$ cat config.mk
export PLATFORM = sky130hd
export DESIGN_NAME = uart_tx_sequencer
export DESIGN_NICKNAME = d
export VERILOG_FILES = /design/src/rtl/uart_tx_sequencer.sv
export SDC_FILE = /design/constraint.sdc
export NUM_CORES = 1
export LEC_CHECK = 0
export CORE_MARGIN = 5
export CORE_UTILIZATION = 35
export DETAILED_ROUTE_END_ITERATION = 8
export GPL_TIMING_DRIVEN = 0
export PLACE_DENSITY = 0.66
export SLEW_MARGIN = 20
export SYNTH_ARGS = -nofsm -noshare
export SYNTH_HDL_FRONTEND = slang
export SYNTH_SLANG_ARGS = --single-unit
export TNS_END_PERCENT = 100
$ cat constraint.sdc
create_clock -name clk -period 3.4 [get_ports clk]
set_clock_uncertainty 0.15 [all_clocks]
set_input_delay 0.34 -clock clk [delete_from_list [all_inputs] [get_ports clk]]
set_output_delay 0.34 -clock clk [all_outputs]
set_load 0.005 [all_outputs]
$ cat src/rtl/uart_tx_sequencer.sv
// UART transmit sequencer: start, data (LSB first), optional parity and stop bits on txd.
// Define UART_PARITY_EN to add the parity_en/parity_odd ports and the PARITY bit.
module uart_tx_sequencer #(
  parameter int DATA_W          = 8,
  parameter int CLKS_PER_SAMPLE = 16
) (
  input  logic              clk,
  input  logic              reset_n,
  input  logic              enable_uart,
  input  logic [4:0]        word_length,
  input  logic              num_stop_bits,
  input  logic              oversample_by_3,
  input  logic [DATA_W-1:0] tx_data,
  input  logic              tx_valid,
`ifdef UART_PARITY_EN
  input  logic              parity_en,
  input  logic              parity_odd,
`endif
  output logic              tx_ready,
  output logic              txd,
  output logic              busy,
  output logic              tx_done
);

  localparam int CNT_W = (CLKS_PER_SAMPLE > 1) ? $clog2(CLKS_PER_SAMPLE) : 1;
  localparam logic [CNT_W-1:0] SAMPLE_LAST = CNT_W'(CLKS_PER_SAMPLE - 1);
  localparam logic [4:0] WL_MAX = 5'(DATA_W);

  typedef enum logic [2:0] {IDLE, START, DATA, PARITY, STOP} state_t;

  state_t              state_reg;
  logic [CNT_W-1:0]    sample_cnt_reg;
  logic [3:0]          tick_cnt_reg;
  logic [4:0]          bit_idx_reg;
  logic [4:0]          wl_reg;
  logic [DATA_W-1:0]   data_sh_reg;
  logic                two_stop_reg;
  logic                os3_reg;
  logic                stop_second_reg;
  logic                txd_reg;
  logic                busy_reg;
  logic                tx_done_reg;

  logic [4:0]          wl_clamped;
  logic [3:0]          tick_last;
  logic                bit_end;
  logic                accept;

  assign tx_ready  = (state_reg == IDLE) && enable_uart;
  assign accept    = tx_ready && tx_valid;
  assign tick_last = os3_reg ? 4'd2 : 4'd15;
  assign bit_end   = (sample_cnt_reg == SAMPLE_LAST) && (tick_cnt_reg == tick_last);
  assign txd       = txd_reg;
  assign busy      = busy_reg;
  assign tx_done   = tx_done_reg;

  always_comb begin
    wl_clamped = word_length;
    if (word_length < 5'd5)
      wl_clamped = 5'd5;
    else if (word_length > WL_MAX)
      wl_clamped = WL_MAX;
  end

`ifdef UART_PARITY_EN
  logic par_en_reg;
  logic par_bit_reg;
  logic par_calc;

  // Parity covers only the WL bits that will actually be sent.
  always_comb begin
    par_calc = parity_odd;
    for (int i = 0; i < DATA_W; i++)
      if (i < int'(wl_clamped))
        par_calc = par_calc ^ tx_data[i];
  end

  always_ff @(posedge clk or negedge reset_n) begin
    if (!reset_n) begin
      par_en_reg  <= 1'b0;
      par_bit_reg <= 1'b0;
    end else if (accept) begin
      par_en_reg  <= parity_en;
      par_bit_reg <= par_calc;
    end
  end
`endif

  always_ff @(posedge clk or negedge reset_n) begin
    if (!reset_n) begin
      state_reg       <= IDLE;
      sample_cnt_reg  <= '0;
      tick_cnt_reg    <= '0;
      bit_idx_reg     <= '0;
      wl_reg          <= '0;
      data_sh_reg     <= '0;
      two_stop_reg    <= 1'b0;
      os3_reg         <= 1'b0;
      stop_second_reg <= 1'b0;
      txd_reg         <= 1'b1;
      busy_reg        <= 1'b0;
      tx_done_reg     <= 1'b0;
    end else begin
      tx_done_reg <= 1'b0;
      case (state_reg)
        IDLE: begin
          txd_reg  <= 1'b1;
          busy_reg <= 1'b0;
          if (accept) begin
            state_reg       <= START;
            txd_reg         <= 1'b0;
            busy_reg        <= 1'b1;
            data_sh_reg     <= tx_data;
            wl_reg          <= wl_clamped;
            two_stop_reg    <= num_stop_bits;
            os3_reg         <= oversample_by_3;
            sample_cnt_reg  <= '0;
            tick_cnt_reg    <= '0;
            bit_idx_reg     <= '0;
            stop_second_reg <= 1'b0;
          end
        end
        default: begin
          if (!bit_end) begin
            if (sample_cnt_reg == SAMPLE_LAST) begin
              sample_cnt_reg <= '0;
              tick_cnt_reg   <= tick_cnt_reg + 4'd1;
            end else begin
              sample_cnt_reg <= sample_cnt_reg + CNT_W'(1);
            end
          end else begin
            sample_cnt_reg <= '0;
            tick_cnt_reg   <= '0;
            case (state_reg)
              START: begin
                state_reg   <= DATA;
                bit_idx_reg <= '0;
                txd_reg     <= data_sh_reg[0];
                data_sh_reg <= data_sh_reg >> 1;
              end
              DATA: begin
                if (bit_idx_reg == wl_reg - 5'd1) begin
`ifdef UART_PARITY_EN
                  if (par_en_reg) begin
                    state_reg <= PARITY;
                    txd_reg   <= par_bit_reg;
                  end else begin
                    state_reg <= STOP;
                    txd_reg   <= 1'b1;
                  end
`else
                  state_reg <= STOP;
                  txd_reg   <= 1'b1;
`endif
                end else begin
                  bit_idx_reg <= bit_idx_reg + 5'd1;
                  txd_reg     <= data_sh_reg[0];
                  data_sh_reg <= data_sh_reg >> 1;
                end
              end
              PARITY: begin
                state_reg <= STOP;
                txd_reg   <= 1'b1;
              end
              STOP: begin
                // A second stop bit simply re-runs the bit timer once more.
                if (two_stop_reg && !stop_second_reg) begin
                  stop_second_reg <= 1'b1;
                end else begin
                  state_reg   <= IDLE;
                  busy_reg    <= 1'b0;
                  tx_done_reg <= 1'b1;
                end
              end
              default: begin
                state_reg <= IDLE;
                txd_reg   <= 1'b1;
                busy_reg  <= 1'b0;
              end
            endcase
          end
        end
      endcase
    end
  end

endmodule

# Yosys cells after proc, flatten, opt, wreduce, memory -nomap -nowiden
# Cells that the tools add are included.
# op_classes
mux	45
order_cmp	2
eq_ne	13
n_reduce_logical	19
add_sub_neg	4
# ops
cell	count
two-way mux 4 bit	8
two-way mux 8 bit	4
two-way mux 5 bit	6
two-way mux 1 bit	17
one-hot mux 8 bit (2 select lines)	1
two-way mux 3 bit	5
one-hot mux 3 bit (4 select lines)	1
AND reduction 4 bit	3
one-hot mux 5 bit (2 select lines)	1
inequality test 3 bit (second input constant)	3
adder 4 x 1 -> 4 bit (second input constant)	2
equality test 3 x 2 -> 1 bit (second input constant)	2
AND reduction 2 bit	3
nonzero test 2 bit	3
nonzero test 3 bit	2
adder 5 x 1 -> 5 bit (second input constant)	1
equality test 5 bit	1
> comparator 5 x 4 -> 1 bit (second input constant)	1
less-than comparator 5 x 3 -> 1 bit (second input constant)	1
subtractor 5 x 1 -> 5 bit (second input constant)	1
equality test 4 bit	1
equality test 4 bit (second input constant)	1
logical AND 1 bit	4
inequality test 2 bit (second input constant)	2
9 further kinds	9
# word_totals
output_inout_bits	4
regBits	35
in_bits	19
word_cells	95

# Logic depth before layout (Yosys ltp)
# logic_depth
word_depth	6
mapped_depth	7
depth_no_buf	7

# Worst setup path before layout
# Ideal clock, no wire load.
# synth_path
kind	reg-to-reg
startpoint	register wl_reg[0]
endpoint	register data_sh_reg[1]
setup_slack_ns	1.094
path_buffers	0
setup_time_ns	0.125
required_time_ns	3.125
path_stages_with_launch	8
t_arrival_ns	2.031
period_less_slack_ns	2.306
cell_sequence	dfrtp_1 -> inv_1 -> ha_1 -> nand2b_1 -> a21oi_1 -> o311a_1 -> a211oi_4 -> mux2_2
# synth_between
elab_chain_cells	4
# synth_lines
element	line_no	rtl
from (decl)	35	logic [4:0] wl_reg;
from (signal assigned)	114	wl_reg <= wl_clamped;
subtractor 5 x 1 -> 5 bit	142	if (bit_idx_reg == wl_reg - 5'd1) begin
equality test 5 bit	142	
inequality test 3 bit (no line)	n/a	
AND reduction 4 bit (no line)	n/a	
to (signal assigned)	113	data_sh_reg <= tx_data;
to (signal assigned)	139	data_sh_reg <= data_sh_reg >> 1;
to (signal assigned)	158	data_sh_reg <= data_sh_reg >> 1;
to (decl)	36	logic [DATA_W-1:0] data_sh_reg;
# Every way passes these cells.
# A chain may end at the register's enable or synchronous reset.

# Worst setup path in the final report
# layout_path
startpoint	register state_reg[0]
endpoint	output tx_ready
# layout_between
elab_chain_cells	2
# layout_lines
element	line_no	rtl
from (decl)	31	state_t state_reg;
from (signal assigned)	91	state_reg <= IDLE;
from (signal assigned)	110	state_reg <= START;
from (signal assigned)	136	state_reg <= DATA;
zero test 3 bit	49	assign tx_ready = (state_reg == IDLE) && enable_uart;
logical AND 1 bit	49	
to (decl)	19	output logic tx_ready,
# Every way passes these cells.

==> results.yml <==
run_status:
  status: "finished, final reports clean"
yosys:
  yosys_warnings: 0
  synthCells: 212
  yosysSeqAreaShare: 0.451
  syn_area_per_cell_um2: 9.17
  synth_edf_count: 0
  yosysUniqueCellTypes: 45
  ys_ff_latch: 35
  yosys_most_used_dff: "dfrtp_1"
  synth_largest_area_cell: "dfrtp_1"
  synthTopCellsByArea: "dfrtp_1, nand2_1, o21ai_0"
  synthArstFlopShare: 1.00
  netlist_area_mm2: 0.00194
  syn_nets: 235
  synth_top_area_share: 0.438
route:
  vias: 1609
  drc_errors: 0
  route.detailed.vias_per_inst: 5.09
  wl_per_cell_um: 13.7
  wl_um: 4320
  drtIter0Drc: 65
  detail_route.first_pass.iterations: 4
  ant_nets: 0
clocking:
  clock_sinks: 35
  numCtsBuffers: 5
  cts_tree: "done"
  insertion_delay_ps: 280
  root_buffer: "clkbuf_8"
  clk_pin_slew_ps: 70
  cts_buffer_depth: 2
  cts_resized: 0
  post_cts_buffers: 0
  htree_levels: 2
  cts_hold_buf: 1
worst_setup_path:
  r2r_start: "sample_cnt_reg[0]"
  critPathMaxStageDelay_ps: 510
  worstSetupPathType: "flip-flop to primary output"
  r2r_slack_ps: 790
  end_kind: "primary output"
  crit_chain: "buf_6, nor3_4, clkbuf_1, and2_1, clkdlybuf4s50_1"
  path_max_fanout: 10
  cp_num_cells: 5
  critPathRequiredTime_ps: 2910
  cp_slowest_cell: "clkdlybuf4s50_1"
  cp.arrival_ps: 2310
  crit_end: "tx_ready"
  critPathTopFamily: "buffers and inverters"
  rr_endpoint: "data_sh_reg[3]"
  worst-path-buf-inv: 3
  reg2regPathDepth: 6
  worstSetupStartpointType: "flip-flop"
  crit_path_start: "state_reg[0]"
pwr:
  powerDensity_mw_per_mm2: 326
  comb_power_share: 0.045
  seq_power_share: 0.535
  ir_drop_mv: 0.274
  clkPwrFrac: 0.421
  p_leak_uw: 0.00103
  power.total_uw: 779
  p_int_uw: 623
  p_sw_uw: 156
  switching_share: 0.200
placed_design:
  dpl.cell_count: 307
  port_buffers: 22
  postPlaceCellArea_mm2: 0.00228
  gp_congestion: 0.849
  dp_hpwl_um: 3140
sta:
  post-route-period-util: 0.823
  slew_headroom: 0.423
  finalSetupViolCount: 0
  tightest_slew_ps: 854
  drv_slew: 0
  rsz0062_at_grt: "no"
  hold_violations: 0
  fin_tns_setup_ps: 0
  fin_crit_ps: 2800
  clock.fmax_mhz: 357
finish:
  fin_util: 0.439
  final_area_mm2: 0.00239
  largest_reg_flops: 8
  seqCellArea_um2: 877
  final_cell_mix: "nand2_1, dfrtp_1, clkdlybuf4s50_1, o21ai_0, nor2_1"
  filler_cell_count: 530
  layout.cells.non_filler: 316
  multi_input_area_um2: 987
  final_layout_size_suffix_gt1_frac: 0.0943
  diodes: 0
  final_common_cell: "nand2_1"
  syn2layout_area_growth_pct: 22.8
  finish.net_count: 266
die:
  fp.dieH_um: 84.5
  io_pins: 23
  die_w_um: 84.5
  core_mm2: 0.00544
  die_area_mm2: 0.00714
  num_rows: 27
  start_util: 0.357
grt:
  grt_remaining_overflow: 0
  grt_pass1_vias: 1608
  grt_usage: 0.130
  grt_antenna_before_repair: 0
  grt_pass1_wl_um: 7650
  grt_max_degree: 21
min_path:
  hold_path.class: "flip-flop to flip-flop"
flow_run:
  maxCapViolCount: 0
how the worst min path moves through the flow:
| stage | slack, ps | endpoint | start | cells past startpoint |
|---|---|---|---|---|
| final | 340 | os3_reg | os3_reg | 2 |
| after global routing | 360 | sample_cnt_reg[3] | sample_cnt_reg[3] | 1 |
| after CTS | 350 | sample_cnt_reg[3] | sample_cnt_reg[3] | 1 |
| after detailed placement | 150 | os3_reg | reset_n | 1 |
| after global placement | 320 | stop_second_reg | stop_second_reg | 2 |
| after floorplan | -110 | bit_idx_reg[0] | reset_n | 0 |
stage by stage:
| step | hold WS [ps] | setup WS (ps) |
|---|---|---|
| floorplan | -106 | 1090 |
| global placement | 325 | 796 |
| detailed placement | 152 | 786 |
| CTS | 348 | 554 |
| global route | 357 | 449 |
| finish | 341 | 602 |
cell usage after synthesis (all sizes together), types with 2 or more instances:
library cell,instances
a221oi,2
xor2,3
nor2,16
nand3,5
xnor2,3
nand2,40
nor2b,3
nand2b,2
mux2,7
a21oi,9
o21ai,19
nor3,6
nand3b,3
a211oi,3
nand4,5
mux2i,2
inv,9
o211ai,6
a21o,2
ha,4
o22ai,2
buf,3
clkbuf,5
and2,3
dfrtp,34
logic make-up after synthesis:
group | synth area share
compound gates | 0.174
xor+xnor | 0.0270
fa+ha+maj | 0.0258
buf+inv | 0.0406
flops | 0.451
mux | 0.0509
simple gates | 0.231
area by class of cell:
class                      count  area share
clock buffer                   8      0.0420
inverter                       9      0.0142
timing repair buffer          24       0.106
tap                           72      0.0378
multi-input combinational    160       0.414
sequential                    35       0.368
buffer                         8      0.0189
power groups by stage:
stage	clock network [µW]	registers, µW	logic, µW
6_report	328	416	34.7
4_1_cts	338	416	35.8
3_3_place_gp	0	424	31.1
3_5_place_dp	0	424	34.6
5_1_grt	358	416	38.1
2_1_floorplan	0	424	1.06
tightest hold or removal path: cells and delay by family (launching register included):
family / cells / cell delay (ps)
AND/OR/NAND/NOR: 2 / 100
flip-flops: 1 / 360
layer usage:
metal | vias up | GRT usage | wire [µm]
met5 | - | 0 | 0
met4 | 0 | 0.0302 | 25
met3 | 2 | 0.0402 | 225
met2 | 23 | 0.198 | 1940
met1 | 765 | 0.182 | 2130
li1 | 819 | - | -
Note: power is estimated with default switching activity, not from simulation.
